File: src/rtl/serial_addsub_pkg.sv
// Shared types for the bit-serial add/subtract engine.
package serial_addsub_pkg;

  typedef enum logic [1:0] {ST_IDLE, ST_RUN, ST_DONE} state_t;

  typedef enum logic {OP_ADD = 1'b0, OP_SUB = 1'b1} op_t;

  localparam int MAX_WIDTH = 32;

endpackage

File: src/rtl/serial_addsub_ctrl_full_adder_bit.sv
// One-bit full adder cell, purely combinational (zero latency, no flow control).
module full_adder_bit (
  input  logic a,
  input  logic b,
  input  logic cin,
  output logic sum,
  output logic cout
);

  assign sum  = a ^ b ^ cin;
  assign cout = (a & b) | (a & cin) | (b & cin);

endmodule

File: src/rtl/serial_addsub_ctrl.sv
// Bit-serial add/sub, LSB first through one full_adder_bit; done WIDTH+1 cycles after accept, start ignored unless ready.
// Optional signed-overflow output is built only when SERIAL_ADDSUB_OVF_EN is defined.
module serial_addsub_ctrl
  import serial_addsub_pkg::*;
#(
  parameter int WIDTH = 4
) (
  input  logic             clk,
  input  logic             rst,
  input  logic             start,
  input  logic             op,
  input  logic [WIDTH-1:0] a,
  input  logic [WIDTH-1:0] b,
  output logic             ready,
  output logic             busy,
  output logic             done,
  output logic [WIDTH-1:0] result,
  output logic             carry_out
`ifdef SERIAL_ADDSUB_OVF_EN
  ,
  output logic             ovf
`endif
);

  localparam int CW = $clog2(WIDTH + 1);
  localparam logic [CW-1:0] LAST = CW'(WIDTH - 1);
  localparam logic [CW-1:0] ONE  = CW'(1);

  state_t           state;
  op_t              op_q;
  logic [WIDTH-1:0] a_sh;
  logic [WIDTH-1:0] b_sh;
  logic [WIDTH-1:0] acc;
  logic [WIDTH-1:0] acc_next;
  logic [CW-1:0]    cnt;
  logic             carry;
  logic             fa_b;
  logic             fa_sum;
  logic             fa_cout;

  // Operands shift right so the cell always sees bit 0; no variable indexing.
  assign fa_b = b_sh[0] ^ op_q;

  full_adder_bit u_fa (
    .a    (a_sh[0]),
    .b    (fa_b),
    .cin  (carry),
    .sum  (fa_sum),
    .cout (fa_cout)
  );

  always_comb begin
    acc_next            = acc >> 1;
    acc_next[WIDTH-1]   = fa_sum;
  end

  assign ready = (state == ST_IDLE);
  assign busy  = (state == ST_RUN);
  assign done  = (state == ST_DONE);

  always_ff @(posedge clk) begin
    if (rst) begin
      state     <= ST_IDLE;
      op_q      <= OP_ADD;
      a_sh      <= '0;
      b_sh      <= '0;
      acc       <= '0;
      cnt       <= '0;
      carry     <= 1'b0;
      result    <= '0;
      carry_out <= 1'b0;
`ifdef SERIAL_ADDSUB_OVF_EN
      ovf       <= 1'b0;
`endif
    end else begin
      case (state)
        ST_IDLE: begin
          if (start) begin
            a_sh  <= a;
            b_sh  <= b;
            op_q  <= op_t'(op);
            carry <= op;
            cnt   <= '0;
            state <= ST_RUN;
          end
        end
        ST_RUN: begin
          a_sh  <= a_sh >> 1;
          b_sh  <= b_sh >> 1;
          acc   <= acc_next;
          carry <= fa_cout;
          cnt   <= cnt + ONE;
          if (cnt == LAST) begin
            // Visible outputs change only here, so result holds through the run.
            cnt       <= '0;
            result    <= acc_next;
            carry_out <= fa_cout;
`ifdef SERIAL_ADDSUB_OVF_EN
            ovf       <= carry ^ fa_cout;
`endif
            state     <= ST_DONE;
          end
        end
        ST_DONE: state <= ST_IDLE;
        default: state <= ST_IDLE;
      endcase
    end
  end

endmodule

File: config.mk
export PLATFORM = sky130hd
export DESIGN_NAME = serial_addsub_ctrl
export DESIGN_NICKNAME = d
export VERILOG_FILES = /design/src/rtl/serial_addsub_pkg.sv /design/src/rtl/serial_addsub_ctrl_full_adder_bit.sv /design/src/rtl/serial_addsub_ctrl.sv
export SDC_FILE = /design/constraint.sdc
export NUM_CORES = 1
export LEC_CHECK = 0
export BUFFER_PORTS_ARGS = -buffer_cell sky130_fd_sc_hd__clkbuf_2
export CAP_MARGIN = 30
export CORE_MARGIN = 10
export CORE_UTILIZATION = 55
export DETAILED_ROUTE_END_ITERATION = 10
export PLACE_DENSITY = 0.79
export SYNTH_ARGS = -nofsm -noshare
export SYNTH_HDL_FRONTEND = slang
export SYNTH_SLANG_ARGS = --single-unit
File: constraint.sdc
create_clock -name clk -period 3.45 [get_ports clk]
set_input_delay 0.69 -clock clk [delete_from_list [all_inputs] [get_ports clk]]
set_output_delay 0.69 -clock clk [all_outputs]
set_load 0.03 [all_outputs]
==> impl_summary.md, run 1 <==
Run status
The flow ran to the end, and the final reports show no timing, DRC or antenna violations.

Logic synthesis
The gate count of the mapped netlist is 96. The share of the Yosys chip area taken by registers is 0.4466. The commonest cells after synthesis are sky130_fd_sc_hd__dfxtp_1, sky130_fd_sc_hd__nor2_1, sky130_fd_sc_hd__mux2i_1, sky130_fd_sc_hd__a211oi_2.

The synthesized design contains 23 register bits. The synthesized netlist contains 27 unique library cells. Synthesis produced a netlist with a net count of 110.

Yosys printed 0 warnings. After synthesis the cells add up to 1031 µm². Among all flip-flop cells after synthesis, the most frequent one is sky130_fd_sc_hd__dfxtp_1. The share of synthesized area in the top cell type comes to 0.4466.

By area the synthesized netlist is led by sky130_fd_sc_hd__dfxtp_1, sky130_fd_sc_hd__mux2i_1, sky130_fd_sc_hd__a211oi_2. The most used standard cell by instance count after synthesis is sky130_fd_sc_hd__dfxtp_1. After synthesis, the mean cell area works out to 10.74 µm².

The post-synthesis cell type with the largest combined area is sky130_fd_sc_hd__dfxtp_1. The number of synthesized flops with an enable pin is 0. The proportion of register bits with asynchronous set or reset after synthesis is 0.

Global routing
For this run the aggregate overflow at the end of global routing stands at 0. The number of antenna violations at the first check in global routing was 0. Across every metal layer, demand over resource in global routing totals 0.1017. The wire length of the first global-routing pass is 3.367 mm. The maximum number of pins on one net before global-route repair is 24. The number of global-route vias before repair is 751.

Critical path
The maximum fanout count along the critical path is 15. The highest-delay cell along the critical path is sky130_fd_sc_hd__dfxtp_1. Together, buffers and inverters on the worst path number 2.

The critical path in this run is classified as register to primary output. The worst register-to-register path has a setup slack of 1750 ps. Walking the worst path, the cells encountered are nor2b_1 > buf_4 > clkbuf_2. The worst endpoint required time is 2760 ps. Data arrives at the worst endpoint at 1640 ps.

The sort of element at the end of the critical path is a primary output. Among cell families on the critical path, the largest total delay comes from flip-flops. The biggest cell delay along the critical path is 740 ps. STA classifies the critical path startpoint as a register.

Cells and area
The area of the multi-input gates is 514.2 µm². The total of fill cells in the finished design is 146. In the final layout, flip-flops and latches occupy 460.4 µm². Once layout is complete, the utilization of the core stands at 0.6552. At the end of the flow, the number of nets in the layout was 129. In the final layout, the share of cells above drive strength 1 is 0.3246.

The number of antenna diodes in the final layout is 0. From synthesis to final layout, the design area changed by 10.92%. The count of cells in the finished layout, fillers not included, comes to 139.

Route
The pre-antenna-repair detailed-routing pass consisted of 4 iterations. The highest metal layer used by the detailed router is met4. The via density per instance is 5.309. The detailed router finished its first iteration with 26 violations.

Wire segments on met2 add up to 840 µm in the final route. The detailed router placed 738 vias in this run. The post-route DRC violation count is 0.

The total length of routed met3 wires is 129 µm. The detailed-routing wirelength on met1 is 884 µm. The number of routed nets with antenna violations is 0. After detailed routing, the average wire length per cell comes to 13.54 µm. Wires add up to 1.882 mm.

Placement
The number of buffers added on ports is 19. The post-DP HPWL is 1.430 mm. The total instance count after detailed placement is 135. The congestion estimate from routability-driven global placement came to 0.7081.

Die
The total die area is 4006 µm². The initial utilization of the core area, before any placement, comes to 0.5907. The floorplan core area is 1745 µm². The row count is 15. The die is 63.30 µm tall. 20 I/O pins were placed.

The die width is 63.30 µm.

Power and ir drop
The share of total power dissipated in sequential elements is 0.597. The power share of the clock group is 0.251. For this design the static power due to leakage is 0.0004664 µW. The power density normalized to cell area is 426.8 nW/µm². The net switching power figure is 131.6 µW. VDD sags by at most 270.1 µV. The internal cell power is 356.5 µW. Of the total power, combinational logic draws 0.151. The fraction of power spent switching nets is 0.2696.

Timing
The count of final hold-check violations was 0. The achievable clock frequency is 429.4 MHz. Clock skew on the completed layout was measured at 3.290 ps. Setup repair after global routing left no endpoint under its margin. Headroom to the max-slew limit came out at 0.5858. Setup violations remaining at the end of the flow were counted as 0. Dividing the final minimum period by the clock period gives 0.6750.

The max-slew violation count is 0. The transition time at the pin with the least slew margin is 620.4 ps. The final setup TNS is 0 ps. Counting I/O delays and the setup requirement, the final critical path takes 2329 ps.

Clock network
The hold buffer count at cts is 0. Clock tree synthesis found a total of 23 sinks. In this run the clock root is driven by a sky130_fd_sc_hd__clkbuf_4.

The clock tree from TritonCTS is built. The post-CTS setup buffer count is 0. In this run, post-CTS repair resized a total of 0 instances. The deepest level of the CTS H-tree is 1. Clock tree synthesis inserted a total of 3 buffers. After clock tree synthesis, the clock-pin slew on the worst setup and hold paths is 120 ps. The clock latency at the later pin of the worst-skew pair is 310 ps.

The clock passes through at most 2 buffers.

Run
The number of violations of the max-capacitance limit is 0.

Min path
In this run the worst hold path is classified as register to register.
area by class of cell:
cell class | instances | share of cell area
Clock buffer | 3 | 0.01969
Tap cell | 25 | 0.02735
Sequential cell | 23 | 0.4026
Timing Repair Buffer | 20 | 0.08971
Inverter | 2 | 0.006565
Clock inverter | 1 | 0.004376
Multi-Input combinational cell | 65 | 0.4497
registers in the layout (all words and copies together) (netlist names):
| name | cells |
|---|---|
| cnt | 3 |
| op_q | 1 |
| a_sh | 4 |
| b_sh | 4 |
| result | 4 |
| carry_out | 1 |
| state | 2 |
| carry | 1 |
| acc | 3 |
power groups by stage:
stage                     sequential, µW  combinational [µW]  clock, µW
after CTS                            292                74.6        126
after detailed placement             298                74.2          0
after floorplan                      293                62.5          0
final                                292                73.7        123
after global routing                 294                82.0        142
after global placement               297                72.6          0
metrics by stage:
step / hold slack (ps) / instance area, µm² / setup slack, ps / power (µW)
2_1_floorplan: 457.8 / 1031 / 1794 / 355.0
3_3_place_gp: 470.7 / 1116 / 1495 / 369.2
3_5_place_dp: 484.0 / 1116 / 1476 / 371.8
4_1_cts: 504.5 / 1144 / 1120 / 492.3
5_1_grt: 529.7 / 1144 / 984.1 / 518.1
6_report: 508.4 / 1144 / 1121 / 488.1
worst paths after layout:
path | end | cells after the start | startpoint
setup reg to reg | result[1] | 3 | state[0]
hold / removal | cnt[0] | 1 | cnt[0]
setup / recovery | busy | 3 | state[0]
hold reg to reg | cnt[0] | 1 | cnt[0]
cell usage in the layout, fill, tap and decap left out, types with 2 or more instances in the layout:
cell / n
sky130_fd_sc_hd__a211oi_2: 9
sky130_fd_sc_hd__dfxtp_1: 23
sky130_fd_sc_hd__inv_1: 2
sky130_fd_sc_hd__mux2i_1: 12
sky130_fd_sc_hd__nor2b_1: 3
sky130_fd_sc_hd__a21oi_1: 2
sky130_fd_sc_hd__a22oi_1: 2
sky130_fd_sc_hd__nand2b_1: 2
sky130_fd_sc_hd__clkbuf_4: 3
sky130_fd_sc_hd__nor2_1: 21
sky130_fd_sc_hd__clkbuf_2: 19
metal layers:
layer  vias up  track usage
met4         0      0.04918
met3         4      0.04064
li1        374            -
met2        15       0.1510
met1       345       0.1240
met5         -            0
cell families after synthesis:
group,count (synthesis),synth area share
xor gates and xnor gates,1,0.008497
muxes,12,0.1165
adders and majority gates,2,0.03155
DFF,23,0.4466
buffers and inverters,8,0.05461
AOI/OAI and AO/OA,19,0.1954
and+or+nand+nor,31,0.1468
(Power assumes the default switching activity.)
==> inputs of run 2 (changes only) <==
CORE_UTILIZATION = 52   (was 55)
PLACE_DENSITY = 0.76   (was 0.79)
clock period = 2.3 ns   (was 3.45 ns; I/O delays follow)
==> impl_summary.md, run 2 (synthesis results as in run 1) <==
Cells and area
Measured on the finished design, the core utilization comes to 0.5964. In the final layout, the registers with the most flip-flops are a_sh: 4 flops, b_sh: 4 flops, result: 4 flops. For this run, the post-layout net count is 129. The area of the multi-input gates is 514.2 µm². The number of diodes is 0. The synthesis-to-layout area growth is 11.17%. Summing all flip-flop and latch instances after layout gives 460.4 µm².

The most frequent standard cell in the layout excluding fill and tap cells is sky130_fd_sc_hd__dfxtp_1. The fraction of layout cells with a size suffix above 1 is 0.3246. In the layout the commonest cells are sky130_fd_sc_hd__dfxtp_1, sky130_fd_sc_hd__nor2_1, sky130_fd_sc_hd__clkbuf_2, sky130_fd_sc_hd__mux2i_1, sky130_fd_sc_hd__a211oi_2. Fill cells in the final layout number 180.

Critical path
The slowest stage of the critical path is the sky130_fd_sc_hd__dfxtp_1 cell. The signal on the critical path passes through nor2b_1 > clkbuf_2. Data arrives at the worst endpoint at 1550 ps. The maximum fanout count along the critical path is 15. STA classifies the critical path startpoint as a register. The worst endpoint required time is 1840 ps. In this design, the stage delay of the slowest critical-path cell is 750 ps. STA classifies the critical path endpoint as a primary output.

By startpoint and endpoint, the worst setup path is classified as register to primary output. The kind of cell adding the most delay to the critical path is flip-flops. The count of buffering cells on the critical path with inverters included is 1.

Route
The number of detailed-route iterations in the first pass is 4. The average wire per cell in the routed design is 12.72 µm. The aggregate routed wire length is 1.794 mm. The DRC violation total after the first TritonRoute iteration is 24. Once detail routing completed, the nets flagged for antenna violations numbered 0. The total number of vias is 730. After detailed routing, the number of vias per cell comes to 5.177.

The post-route DRC violation count is 0.

Die
The die is 64.53 µm tall. For this configuration, the core starts out at a cell density of 0.5365. The count of pins on the block boundary is 20.

The total die area is 4163 µm². The initialized floorplan defines 16 standard-cell rows. The floorplan core area is 1922 µm². The die width is 64.53 µm.

Global routing
The sum of overflow across all layers after global routing is 0. The wire length of the first global-routing pass is 3.222 mm. Entering global routing, the biggest net connects 24 pins. The number of global-route vias before repair came to 739.

In the global route stage, overall resource usage came out at 0.09387. The number of antenna violations at the first check in global routing is 0.

Power and ir drop
The worst-case vdd ir drop is 393.3 µV. The relative contribution of combinational cells to total power is 0.150. Of the total power, the share spent switching nets is 0.2693. The share of total power dissipated in the clock network is 0.254. The leakage power summed over all cells is 0.0004664 µW. The internal power of the cells totals 534.9 µW. The share of total power dissipated in sequential elements is 0.596. The net switching power figure is 197.2 µW. Dividing total power by cell area gives a power density of 638.7 nW/µm².

Timing
The transition time at the pin with the least slew margin is 636.9 ps. The final setup TNS is 0 ps. Between clock sinks in the finished design, the worst skew comes to 2.940 ps. The count of final hold-check violations is 0.

Setup repair after global routing left no endpoint under its margin. Timing would allow up to 496.8 MHz. The max-slew violation count is 0.

Setup violations remaining at the end of the flow were counted as 0. The headroom to the max-slew limit is 0.5748. The worst path needs 2013 ps of the cycle, external delays included. The final cycle utilization of the critical path is 0.8752.

Clock network
The clock root buffer is sky130_fd_sc_hd__clkbuf_4. For this design, the sink count on the clock tree is 23. TritonCTS built the clock tree.

The number of instances resized during post-cts repair is 0. The total CTS buffers is 3. The clock latency at the later pin of the worst-skew pair is 310 ps. CTS built an H-tree with a depth of 1.

The clock-pin slew on the worst setup and hold paths is 120 ps. The hold buffer count at cts is 0. The clock tree buffer depth is 2. The post-CTS setup buffer count is 0.

Run
The number of violations of the max-capacitance limit is 0.

Placement
The number of buffers added on ports is 19. Routability-driven placement finished with a final weighted congestion of 0.7601. After legalization and detailed placement, the total HPWL measured 1.373 mm.

Run status
The run finished with clean final reports.

Min path
The type of the tightest min-delay check is primary input to register.
## run 2: stage by stage
stage / worst slack (ps) / instances / hold WS [ps] / instance area, µm² / total power, µW
floorplan: 873.9 / 96 / 457.8 / 1031 / 532.5
global placement: 668.5 / 137 / 474.7 / 1119 / 554.4
detailed placement: 613.5 / 137 / 487.7 / 1119 / 557.0
CTS: 257.5 / 141 / 378.8 / 1146 / 739.1
global route: 93.33 / 141 / 381.0 / 1146 / 776.0
finish: 287.0 / 141 / 378.4 / 1146 / 732.1
## run 2: power by group through the flow
stage	Combinational, µW	Sequential (µW)	Clock [µW]
2_1_floorplan	93.7	439	0
3_3_place_gp	109	445	0
3_5_place_dp	111	446	0
4_1_cts	111	437	191
5_1_grt	124	441	211
6_report	110	436	186
## run 2: worst min-delay path: cells and delay by family
family | cells | cell delay [ps]
and+or+nand+nor | 1 | 70
buffers and inverters | 1 | 70
AOI/OAI and AO/OA | 1 | 50
## run 2: layer usage
layer  part of all wire  up-vias  track usage
met5                  0        -            0
met4              0.014        0      0.04011
met3              0.055        4      0.03265
met2               0.43       19       0.1453
met1               0.49      331       0.1152
li1                   -      376            -
## run 2: worst paths after layout
check           start         to  slack (ps)  cells after the start
max          state[0]       busy         290                      2
min              a[3]    a_sh[3]         380                      3
max reg2reg  state[0]  result[1]         620                      3
min reg2reg    cnt[0]     cnt[0]         500                      1
## run 2: layout make-up
class | instances | share of cell area
sequential | 23 | 0.4017
multi-input combinational | 65 | 0.4487
clock buffer | 3 | 0.01965
tap | 27 | 0.02948
clock inverter | 1 | 0.004367
timing repair buffer | 20 | 0.08952
inverter | 2 | 0.006550
==> inputs of run 3 (changes only) <==
ABC_AREA = 1   (was not set)
CORE_UTILIZATION = 53   (was 52)
GPL_TIMING_DRIVEN = 0   (was not set)
PLACE_DENSITY = 0.77   (was 0.76)
==> impl_summary.md, run 3 <==
Run status
The run finished with clean final reports.

Global routing
The number of antenna violations at the first check in global routing is 0. The total overflow left after global routing is 0. The wire length of the first global-routing pass is 3.905 mm.

Entering global routing, the biggest net connects 14 pins. The routing usage on met1 is 0.1209. The busiest layer in global routing is met2. The number of global-route vias before repair was 896. The global router's overall resource usage is 0.1169. In the global route stage, met2 resource usage came out at 0.1995. The met3 track utilization from global routing is 0.03436.

Critical path
STA classifies the critical path startpoint as a register. Traced cell by cell, the critical path runs through buf_6 > inv_2 > nor2_2 > buf_6 > clkbuf_2. The maximum fanout count along the critical path is 10. Counting both buffers and inverters, the worst setup path holds a total of 4.

The critical path in this run is classified as register to primary output. By instance count, the cell type seen most on the critical path is sky130_fd_sc_hd__buf_6. Data on the critical path arrives at its endpoint at 1370 ps. The kind of cell adding the most delay to the critical path is buffers and inverters. The largest individual stage delay along the critical path comes from the cell sky130_fd_sc_hd__dfxtp_1. For the worst setup path, the data required time is 1840 ps.

On the worst path, the slowest cell contributes a delay of 380 ps. The sort of element at the end of the critical path is a primary output.

Clock network
In this run the deepest clock path goes through 2 buffers. The number of instances resized during post-cts repair is 0. The hold buffer count at cts is 0. The clock-pin slew on the worst setup and hold paths is 120 ps. The later pin in the worst-skew pair is clocked with a latency of 310 ps. The deepest level of the CTS H-tree is 1. The tree is rooted in a sky130_fd_sc_hd__clkbuf_4.

The clock tree from TritonCTS is built. Counting every sink on the clock net gives 23. Post-CTS timing repair inserted 0 buffers for setup. The total CTS buffers is 3.

Timing
At the pin with the least slew margin, the transition time is 412.7 ps. Headroom to the max-slew limit came out at 0.7249. The largest clock skew in the final design is 2.353 ps. The count of final hold-check violations is 0. The achievable clock frequency is 546.8 MHz. The max-slew violation count is 0. Setup repair after global routing left no endpoint under its margin. The time the worst path needs with I/O delays and setup is 1829 ps. Dividing the final minimum period by the clock period gives 0.7951. The number of setup violations in the final report is 0. Summed over all failing endpoints, the final setup total negative slack is 0 ps.

Cells and area
The number of antenna diodes in the final layout is 0. The synthesis-to-layout area growth is 14.88%. The most frequent standard cell in the layout excluding fill and tap cells is sky130_fd_sc_hd__nand2_1. Of the cells placed in the final design, the portion with a size suffix greater than 1 is 0.1919. The number of nets in the final layout is 187. In the final layout, the registers with the most flip-flops are a_sh: 4 flops, b_sh: 4 flops, result: 4 flops. In the layout the commonest cells are sky130_fd_sc_hd__nand2_1, sky130_fd_sc_hd__nor2_1, sky130_fd_sc_hd__dfxtp_1, sky130_fd_sc_hd__nand3_1, sky130_fd_sc_hd__clkbuf_2.

Once layout is complete, the utilization of the core stands at 0.6283.

Logic synthesis
The number of distinct library cells after synthesis is 17. In the synthesized netlist the async set-or-reset flop fraction comes to 0. After technology mapping, the gate count stands at 149. In this run, synthesis inferred 0 flip-flops with an integrated enable. The commonest register cell after synthesis is sky130_fd_sc_hd__dfxtp_1.

The net count after synthesis is 163. A synthesized cell averages 7.054 µm². The flip-flop and latch count after synthesis is 23. Counting instances in the post-synthesis netlist gives the leading cell types as sky130_fd_sc_hd__nand2_1, sky130_fd_sc_hd__nor2_1, sky130_fd_sc_hd__dfxtp_1, sky130_fd_sc_hd__nand3_1, sky130_fd_sc_hd__inv_1.

Yosys attributes the largest share of cell area to sky130_fd_sc_hd__dfxtp_1, sky130_fd_sc_hd__nand2_1, sky130_fd_sc_hd__nand3_1. For this run, the number of Yosys warnings is 0. The portion of the post-synthesis area used by sequential elements is 0.4381. sky130_fd_sc_hd__dfxtp_1 takes more of the synthesized area than any other cell.

The post-synthesis instance area is 1051 µm². The most used standard cell by instance count after synthesis is sky130_fd_sc_hd__nand2_1. The portion of synthesized cell area occupied by the leading cell type is 0.4381.

Route
The DRC violation total after the first TritonRoute iteration is 24. For this run, the detailed router's first-pass iteration total came to 4. The number of routed nets with antenna violations is 0. After detailed routing, the total wire length is 2.211 mm. In the routed design, unresolved DRC markers number 0. In the routed layout, each cell is associated on average with a via count of 4.794. After detailed routing, the average wire length per cell comes to 11.11 µm. Detailed routing inserted a total of 954 vias.

Placement
Detailed placement ended at an HPWL of 1.695 mm. The final weighted congestion in routability-driven placement is 0.7639. During placement, the flow inserted port buffers numbering 19.

Power and ir drop
The power share of the clock group is 0.243. The internal cell power is 541.1 µW. The leakage power summed over all cells is 0.0005955 µW.

The portion of total power attributed to sequential cells is 0.575. VDD sags by at most 441.7 µV. The net switching power figure is 213.5 µW.

The relative contribution of combinational cells to total power is 0.181. Of the total power, the share spent switching nets is 0.2829. The power density normalized to cell area is 624.9 nW/µm².

Die
The row count is 16. The total die area is 4164 µm². The floorplan core area is 1922 µm². The effective utilization at floorplan is 0.5469. The die is 64.53 µm tall.

The die is 64.53 µm wide. For this design the top-level I/O count stands at 20.

Min path
The type of the tightest min-delay check is primary input to register.

Run
The number of violations of the max-capacitance limit is 0.
-- run 3: cell types whose count changed after synthesis, sizes merged, moves of 3 or more --
cell	change
inv	+14
nor2	+7
nor2b	-3
mux2i	-12
a211oi	-10
nand3	+20
a21oi	+5
o21ai	+3
nand2	+40
-- run 3: logic make-up after synthesis --
group / count (synthesis) / synth area share
adders and majority gates: 2 / 0.03095
buffers and inverters: 21 / 0.09643
AOI/OAI and AO/OA: 11 / 0.05595
DFF: 23 / 0.4381
xor gates and xnor gates: 1 / 0.008335
and+or+nand+nor: 91 / 0.3702
-- run 3: layer usage --
layer,vias to the layer above,share of wire
li1,508,-
met1,420,0.45
met2,22,0.48
met3,4,0.043
met4,0,0.024
met5,-,0
-- run 3: worst register-to-register path: cells and delay by family (launching register included) --
family	cells	cell delay, ps
simple gates	1	50
buf+inv	1	60
fa+ha+maj	1	500
xor+xnor	1	140
compound gates	1	150
flops	1	350
-- run 3: metrics by stage --
step | hold WS, ps | power [µW] | std cells | setup slack (ps) | area [µm²]
3_5_place_dp | 454.9 | 580.5 | 195 | 820.4 | 1180
4_1_cts | 380.2 | 766.5 | 199 | 453.2 | 1207
3_3_place_gp | 454.2 | 577.1 | 195 | 834.6 | 1180
6_report | 385.6 | 754.6 | 199 | 471.3 | 1207
5_1_grt | 389.4 | 804.3 | 199 | 355.4 | 1207
2_1_floorplan | 433.5 | 542.9 | 149 | 955.5 | 1051
-- run 3: area by class of cell --
class,instances,area [µm²]
inverters,16,60.06
repair buffers,19,95.09
clock inverters,1,5.005
clock buffers,3,22.52
flip-flops and latches,23,460.4
fillers,183,714.4
multi-input cells,105,489.2
plain buffers,5,41.29
well taps,27,33.78
-- run 3: worst paths after layout --
kind	from	endpoint	slack, ps	depth (start not counted)
setup / recovery	state[0]	busy	470	5
hold / removal	a[3]	a_sh[3]	390	3
setup reg to reg	b_sh[0]	acc[3]	970	5
hold reg to reg	a_sh[3]	a_sh[3]	470	2
-- run 3: power groups by stage --
stage	logic (µW)	clock network, µW	registers, µW
floorplan	102	0	441
global placement	135	0	442
detailed placement	137	0	443
CTS	138	194	434
global route	158	209	438
finish	137	184	434
